File: config.mk
export PLATFORM = sky130hd
export DESIGN_NAME = aes_host_ctrl_flat
export DESIGN_NICKNAME = d
export VERILOG_FILES = /design/src/rtl/aes_host_ctrl_if.sv /design/src/rtl/aes_host_ctrl.sv /design/src/flat_wrapper.sv
export SDC_FILE = /design/constraint.sdc
export NUM_CORES = 1
export LEC_CHECK = 0
export BUFFER_PORTS_ARGS = -buffer_cell sky130_fd_sc_hd__buf_2
export CAP_MARGIN = 20
export CORE_AREA = 4 4 282 284
export CTS_CLUSTER_SIZE = 25
export DETAILED_ROUTE_END_ITERATION = 6
export DIE_AREA = 0 0 286 288
export SYNTH_ARGS = -nofsm -noshare
export SYNTH_HDL_FRONTEND = slang
export SYNTH_SLANG_ARGS = --single-unit
File: constraint.sdc
create_clock -name clk -period 37.3 [get_ports clk]
set_input_delay 11.19 -clock clk [delete_from_list [all_inputs] [get_ports clk]]
set_output_delay 11.19 -clock clk [all_outputs]
set_load 0.005 [all_outputs]
File: src/rtl/aes_host_ctrl_if.sv
// aes_host_ctrl_if: 32-bit host write/read bus for aes_host_ctrl.
// The master drives requests, and the slave returns ready, read data and irq.
interface aes_host_ctrl_if;
  logic        wr_valid;
  logic        wr_ready;
  logic [3:0]  wr_addr;
  logic [31:0] wr_data;
  logic        rd_en;
  logic [3:0]  rd_addr;
  logic [31:0] rd_data;
  logic        irq;

  modport master (
    output wr_valid, wr_addr, wr_data,
    output rd_en, rd_addr,
    input  wr_ready, rd_data, irq
  );

  modport slave (
    input  wr_valid, wr_addr, wr_data,
    input  rd_en, rd_addr,
    output wr_ready, rd_data, irq
  );
endinterface

File: src/rtl/aes_host_ctrl.sv
// aes_host_ctrl: word-serial host front-end for the AES core.
// Stages key/data, sequences core strobes, reports status.
module aes_host_ctrl #(
  parameter int TIMEOUT_CYCLES = 64,
  parameter int CNT_W          = 8
) (
  input  logic           clk,
  input  logic           reset,
  aes_host_ctrl_if.slave host,
  output logic           set_key,
  output logic [127:0]   key,
  output logic           set_plain_text,
  output logic [127:0]   plain_text_in,
  output logic           set_cipher_text,
  output logic [127:0]   cipher_text_in,
  output logic           start_enc,
  output logic           start_dec,
  input  logic           done_enc,
  input  logic           done_dec,
  input  logic [127:0]   plain_text_out,
  input  logic [127:0]   cipher_text_out
);
  typedef enum logic [1:0] {IDLE, LOAD, START, WAIT} state_e;

  localparam logic [CNT_W-1:0] CNT_MAX =
    CNT_W'(TIMEOUT_CYCLES - 1);

  state_e           state_q, state_d;
  logic             op_dec_q, op_dec_d;
  logic [127:0]     key_q, key_d;
  logic [127:0]     data_q, data_d;
  logic [CNT_W-1:0] cnt_q, cnt_d;
  logic             done_q, done_d;
  logic             err_t_q, err_t_d;
  logic             err_c_q, err_c_d;
  logic             set_key_q, set_key_d;
  logic             set_pt_q, set_pt_d;
  logic             set_ct_q, set_ct_d;
  logic             st_enc_q, st_enc_d;
  logic             st_dec_q, st_dec_d;
  logic [31:0]      rd_q, rd_d, rd_word;
  logic             busy, wr_fire, core_done;

  // Word 0 is the most significant word of a 128-bit block.
  function automatic logic [31:0] word_of(
    input logic [127:0] v, input logic [1:0] i);
    unique case (i)
      2'd0:    word_of = v[127:96];
      2'd1:    word_of = v[95:64];
      2'd2:    word_of = v[63:32];
      default: word_of = v[31:0];
    endcase
  endfunction

  function automatic logic [127:0] put_word(
    input logic [127:0] v, input logic [1:0] i,
    input logic [31:0] w);
    logic [127:0] r;
    r = v;
    unique case (i)
      2'd0:    r[127:96] = w;
      2'd1:    r[95:64]  = w;
      2'd2:    r[63:32]  = w;
      default: r[31:0]   = w;
    endcase
    return r;
  endfunction

  assign busy      = (state_q != IDLE);
  assign wr_fire   = host.wr_valid && !busy;
  assign core_done = op_dec_q ? done_dec : done_enc;

  // Read-back mux: result words, status, zero elsewhere.
  always_comb begin
    rd_word = '0;
    if (host.rd_addr[3:2] == 2'b00)
      rd_word = word_of(cipher_text_out, host.rd_addr[1:0]);
    else if (host.rd_addr[3:2] == 2'b01)
      rd_word = word_of(plain_text_out, host.rd_addr[1:0]);
    else if (host.rd_addr == 4'd8)
      rd_word = {28'b0, err_c_q, err_t_q, done_q, busy};
  end

  // Next-state: host writes, command sequencing, flags, read data.
  always_comb begin
    state_d   = state_q;
    op_dec_d  = op_dec_q;
    key_d     = key_q;
    data_d    = data_q;
    cnt_d     = cnt_q;
    done_d    = done_q;
    err_t_d   = err_t_q;
    err_c_d   = err_c_q;
    set_key_d = 1'b0;
    set_pt_d  = 1'b0;
    set_ct_d  = 1'b0;
    st_enc_d  = 1'b0;
    st_dec_d  = 1'b0;
    rd_d      = rd_q;
    // Status read clears flags; sets below override the clear.
    if (host.rd_en) begin
      rd_d = rd_word;
      if (host.rd_addr == 4'd8) begin
        done_d  = 1'b0;
        err_t_d = 1'b0;
        err_c_d = 1'b0;
      end
    end
    if (wr_fire) begin
      if (host.wr_addr[3:2] == 2'b00)
        key_d = put_word(key_q, host.wr_addr[1:0], host.wr_data);
      else if (host.wr_addr[3:2] == 2'b01)
        data_d = put_word(data_q, host.wr_addr[1:0], host.wr_data);
      else if (host.wr_addr == 4'd8) begin
        unique case (host.wr_data[1:0])
          2'b01, 2'b10: begin
            op_dec_d  = host.wr_data[1];
            state_d   = LOAD;
            set_key_d = 1'b1;
            set_pt_d  = !host.wr_data[1];
            set_ct_d  = host.wr_data[1];
          end
          default: err_c_d = 1'b1;
        endcase
      end
    end
    unique case (state_q)
      IDLE: ;
      LOAD: begin
        state_d  = START;
        st_enc_d = !op_dec_q;
        st_dec_d = op_dec_q;
      end
      START: begin
        state_d = WAIT;
        cnt_d   = '0;
      end
      WAIT: begin
        if (core_done) begin
          done_d  = 1'b1;
          state_d = IDLE;
        end else if (cnt_q == CNT_MAX) begin
          err_t_d = 1'b1;
          state_d = IDLE;
        end else begin
          cnt_d = cnt_q + 1'b1;
        end
      end
    endcase
  end

  // State, staging, flags and registered strobes.
  always_ff @(posedge clk or posedge reset) begin
    if (reset) begin
      state_q   <= IDLE;
      op_dec_q  <= 1'b0;
      key_q     <= '0;
      data_q    <= '0;
      cnt_q     <= '0;
      done_q    <= 1'b0;
      err_t_q   <= 1'b0;
      err_c_q   <= 1'b0;
      set_key_q <= 1'b0;
      set_pt_q  <= 1'b0;
      set_ct_q  <= 1'b0;
      st_enc_q  <= 1'b0;
      st_dec_q  <= 1'b0;
      rd_q      <= '0;
    end else begin
      state_q   <= state_d;
      op_dec_q  <= op_dec_d;
      key_q     <= key_d;
      data_q    <= data_d;
      cnt_q     <= cnt_d;
      done_q    <= done_d;
      err_t_q   <= err_t_d;
      err_c_q   <= err_c_d;
      set_key_q <= set_key_d;
      set_pt_q  <= set_pt_d;
      set_ct_q  <= set_ct_d;
      st_enc_q  <= st_enc_d;
      st_dec_q  <= st_dec_d;
      rd_q      <= rd_d;
    end
  end

  assign host.wr_ready   = !busy;
  assign host.rd_data    = rd_q;
  assign host.irq        = done_q | err_t_q | err_c_q;
  assign set_key         = set_key_q;
  assign set_plain_text  = set_pt_q;
  assign set_cipher_text = set_ct_q;
  assign start_enc       = st_enc_q;
  assign start_dec       = st_dec_q;
  assign key             = key_q;
  assign plain_text_in   = data_q;
  assign cipher_text_in  = data_q;
endmodule

File: src/flat_wrapper.sv
// flat-port wrapper written by rule: the top's interface ports become plain ports
module aes_host_ctrl_flat 
#(
  parameter int TIMEOUT_CYCLES = 64,
  parameter int CNT_W          = 8
)
  (clk, reset, set_key, key, set_plain_text, plain_text_in, set_cipher_text, cipher_text_in, start_enc, start_dec, done_enc, done_dec, plain_text_out, cipher_text_out, host_wr_valid, host_wr_addr, host_wr_data, host_rd_en, host_rd_addr, host_wr_ready, host_rd_data, host_irq);
  aes_host_ctrl_if host_i ();
  input  logic clk;
  input  logic reset;
  output logic set_key;
  output logic [127:0] key;
  output logic set_plain_text;
  output logic [127:0] plain_text_in;
  output logic set_cipher_text;
  output logic [127:0] cipher_text_in;
  output logic start_enc;
  output logic start_dec;
  input  logic done_enc;
  input  logic done_dec;
  input  logic [127:0] plain_text_out;
  input  logic [127:0] cipher_text_out;
  input wire logic [$bits(host_i.wr_valid)-1:0] host_wr_valid;
  input wire logic [$bits(host_i.wr_addr)-1:0] host_wr_addr;
  input wire logic [$bits(host_i.wr_data)-1:0] host_wr_data;
  input wire logic [$bits(host_i.rd_en)-1:0] host_rd_en;
  input wire logic [$bits(host_i.rd_addr)-1:0] host_rd_addr;
  output wire logic [$bits(host_i.wr_ready)-1:0] host_wr_ready;
  output wire logic [$bits(host_i.rd_data)-1:0] host_rd_data;
  output wire logic [$bits(host_i.irq)-1:0] host_irq;
  assign host_i.wr_valid = host_wr_valid;
  assign host_i.wr_addr = host_wr_addr;
  assign host_i.wr_data = host_wr_data;
  assign host_i.rd_en = host_rd_en;
  assign host_i.rd_addr = host_rd_addr;
  assign host_wr_ready = host_i.wr_ready;
  assign host_rd_data = host_i.rd_data;
  assign host_irq = host_i.irq;
  aes_host_ctrl #(.TIMEOUT_CYCLES(TIMEOUT_CYCLES), .CNT_W(CNT_W)) u_core (.clk(clk), .reset(reset), .host(host_i), .set_key(set_key), .key(key), .set_plain_text(set_plain_text), .plain_text_in(plain_text_in), .set_cipher_text(set_cipher_text), .cipher_text_in(cipher_text_in), .start_enc(start_enc), .start_dec(start_dec), .done_enc(done_enc), .done_dec(done_dec), .plain_text_out(plain_text_out), .cipher_text_out(cipher_text_out));
endmodule
==> run metrics <==
main flop type after synthesis dfrtp_1; largest net degree at the start of global routing 140; Period minus WS final 13,250 ps; Leak 10.8 nW; Slew headroom 0.429; PwrDens 57.5 nW/um2; distinct cell type count after synthesis 51; Mean Syn Cell Area 12.9 um2; IO buf count 724; DR iter-0 viols 658; Ys Warns 0; combinational family with the most area after synthesis multiplexers; Pre-antenna DRT Iters 5; Final Wtd Congestion roughly 0.89; number of synthesized register bits 307; Die Area a little over 80,000 um2; Chip Width 286 um; via count 11,711; synthesized area roughly 15,000 um2; Final setup viols 0; dpl cells 2,739; startpoint class of the critical path input pin; layout cells sized above 1 0.615; Final Cycle Share 0.355; Post-synth EDFFs 0; sequential area share after synthesis 0.516; RSZ-0062 raised after global routing false; Synthesized Nets 1,460; cts hold-fix bufs 0; Clock Skews 9.97 ps; Tot Pwr roughly 1.1 mW; Hold WS around 480 ps; clock buffer count from CTS 37; setup bufs post-CTS 0; # rows 102; Die H between 200 and 300 um; non-filler instance count after layout 2,806; Synth Area in XOR/XNOR 0; worst-margin pin slew about 860 ps; core area just under 80,000 um2; final core occ 0.259; Ports 725; WL met1 22,300 um; CP Capture Type flop; routed wl met2 27,400 um; H-tree depth 2; detail-routed via count per cell 4.17; antenna violations before repair 9; Layout area overhead 34.0%; CTS max path bufs 3; post-detail-place hpwl 42,200 um; critical path required time between 30,000 and 40,000 ps; gr ovfl total 0; Post-Synth Adder-Cell Area 0.00252; Setup CP Type in -> reg; CP max FO 60; mux cell area share after synthesis 0.267; hold crit path type reg -> reg; clk sinks 307; setup TNS 0 ps; vias in the first global route 11,610; first-pass GRT wire length 78,400 um; FFs w/ async S/R, synth 1.00; Critical Path AT 13,650 ps; met3 WL 4370 um; initial core utilization 0.193; clk_lat worst skew 540 ps; nets 2,043; Clock transition at path regs 60 ps; Post-Synth Simple-Gate Area 0.0518; DRT Wirelength approximately 56,000 um; CTS tree yes; antenna-violating nets left 0; DR WL/cell 19.8 um; max layer used met5; total track usage 0.125; Synth Instances 1,155; CTS root buf clkbuf_16; Max Clock Freq 75.5 MHz; VDD IR max 27.2 uV; Final Hold Viols 0; status complete, no violations; # DRC 0; Synth Area in Compound Gates 0.0681; max-cap viol count 0; Slew Limit Fails 0; cts repair resizes 0
[critical path, cell delays in order]
cell and delay [ps]:
buf_4 630, buf_4 720, nor2_1 240, buf_4 270, a22o_1 210, a22oi_1 190, a31oi_1 120
[cell families (layout without fill, tap and decap cells)]
kind of cell,after synthesis,in the layout
buffers and inverters,221,831
adder cells (fa/ha/maj),3,3
AO/OA/AOI/OAI,151,151
multiplexers,342,342
other,0,1
flip-flops,307,307
AND/OR/NAND/NOR,131,131
[cell type report]
class / instances / area [um2]
Timing Repair Buffer: 744 / 3790
Tap cell: 1040 / 1300
Clock inverter: 13 / 200
Antenna cell: 1 / 2.50
Multi-Input combinational cell: 627 / 5820
Inverter: 21 / 86.3
Fill cell: 8262 / 57100
Clock buffer: 53 / 1070
Sequential cell: 307 / 7680
[layout by cell type, fill, tap and decap left out, drive strengths merged, types with 3 or more instances in the layout]
master / instances
o22a: 3
or3: 5
o21ai: 46
nor3b: 3
nand3: 20
clkinv: 6
mux2i: 62
nor2b: 6
mux2: 262
ha: 3
nand4: 4
clkbuf: 53
a21o: 14
nor2: 10
and2: 3
a31oi: 16
nand3b: 15
nand2: 34
a22oi: 28
a21oi: 5
nand2b: 17
o211ai: 14
bufinv: 3
buf: 744
mux4: 18
a22o: 15
or4: 4
o31ai: 4
inv: 23
dfrtp: 307
[sequential cells by signal, summed over array words and instances, names as in the netlist]
register,cells
u_core.cipher_text_in,128
u_core.set_key,1
u_core.op_dec_q,1
u_core.err_c_q,1
u_core.start_enc,1
u_core.key,128
u_core.set_cipher_text,1
u_core.state_q,2
u_core.done_q,1
u_core.cnt_q,8
u_core.err_t_q,1
u_core.start_dec,1
u_core.host.rd_data,32
u_core.set_plain_text,1
[final timing paths]
path / slack (ps) / start / cells after the start / to
worst max register to register: 34850 / u_core.state_q[1] / 5 / u_core.key[91]
worst min-delay path: 480 / u_core.key[58] / 1 / u_core.key[58]
max in group asynchronous: 24390 / reset / 4 / u_core.key[2]
worst max-delay path: 24050 / host_rd_addr[0] / 7 / u_core.host.rd_data[30]
min in group asynchronous: 10760 / reset / 2 / u_core.cipher_text_in[23]
worst min register to register: 480 / u_core.key[58] / 1 / u_core.key[58]
[per-layer routing]
metal | vias up | global-route usage
met1 | 5882 | 0.157
met5 | - | 0
li1 | 5196 | -
met2 | 537 | 0.213
met3 | 86 | 0.0321
met4 | 10 | 0.0382
[stage by stage]
stage / setup slack (ps) / cell area, um2
finish: 24050 / 20000
global placement: 23560 / 18700
detailed placement: 23480 / 18700
CTS: 24100 / 19900
global route: 23900 / 20000
floorplan: 17620 / 14900
[Yosys cell counts (2+ instances only)]
library cell | n | share of area
a21oi_1 | 5 | 0.0017
a31oi_1 | 16 | 0.0067
and2_1 | 3 | 0.0013
nor2_1 | 8 | 0.0020
o21ai_0 | 46 | 0.015
ha_1 | 3 | 0.0025
nor2_2 | 2 | 0.00084
or4_1 | 4 | 0.0020
or3_1 | 5 | 0.0021
mux2_2 | 255 | 0.19
nor2b_1 | 6 | 0.0025
o31ai_1 | 4 | 0.0020
mux2_1 | 7 | 0.0053
buf_1 | 4 | 0.0010
mux2i_1 | 62 | 0.042
nand2_1 | 34 | 0.0086
a22o_1 | 15 | 0.0088
a22oi_1 | 28 | 0.014
nand3b_1 | 15 | 0.0076
dfrtp_1 | 307 | 0.52
a21o_1 | 14 | 0.0071
mux4_2 | 18 | 0.027
inv_1 | 21 | 0.0053
nand2b_1 | 16 | 0.0067
buf_6 | 4 | 0.0030
o211ai_1 | 14 | 0.0071
buf_4 | 136 | 0.069
o22a_1 | 3 | 0.0018
nand3_1 | 20 | 0.0067
buf_2 | 27 | 0.0091
clkbuf_1 | 29 | 0.0073
nor4_1 | 2 | 0.00084
nand4_1 | 4 | 0.0017
[power by group]
part / leakage (nW) / total, mW / internal, mW / switching (mW)
logic: 6.02 / 0.298 / 0.163 / 0.135
registers: 4.11 / 0.477 / 0.418 / 0.0593
clock network: 0.614 / 0.372 / 0.223 / 0.150
total: 10.8 / 1.15 / 0.804 / 0.344
Power figures use the tool's default switching activity.
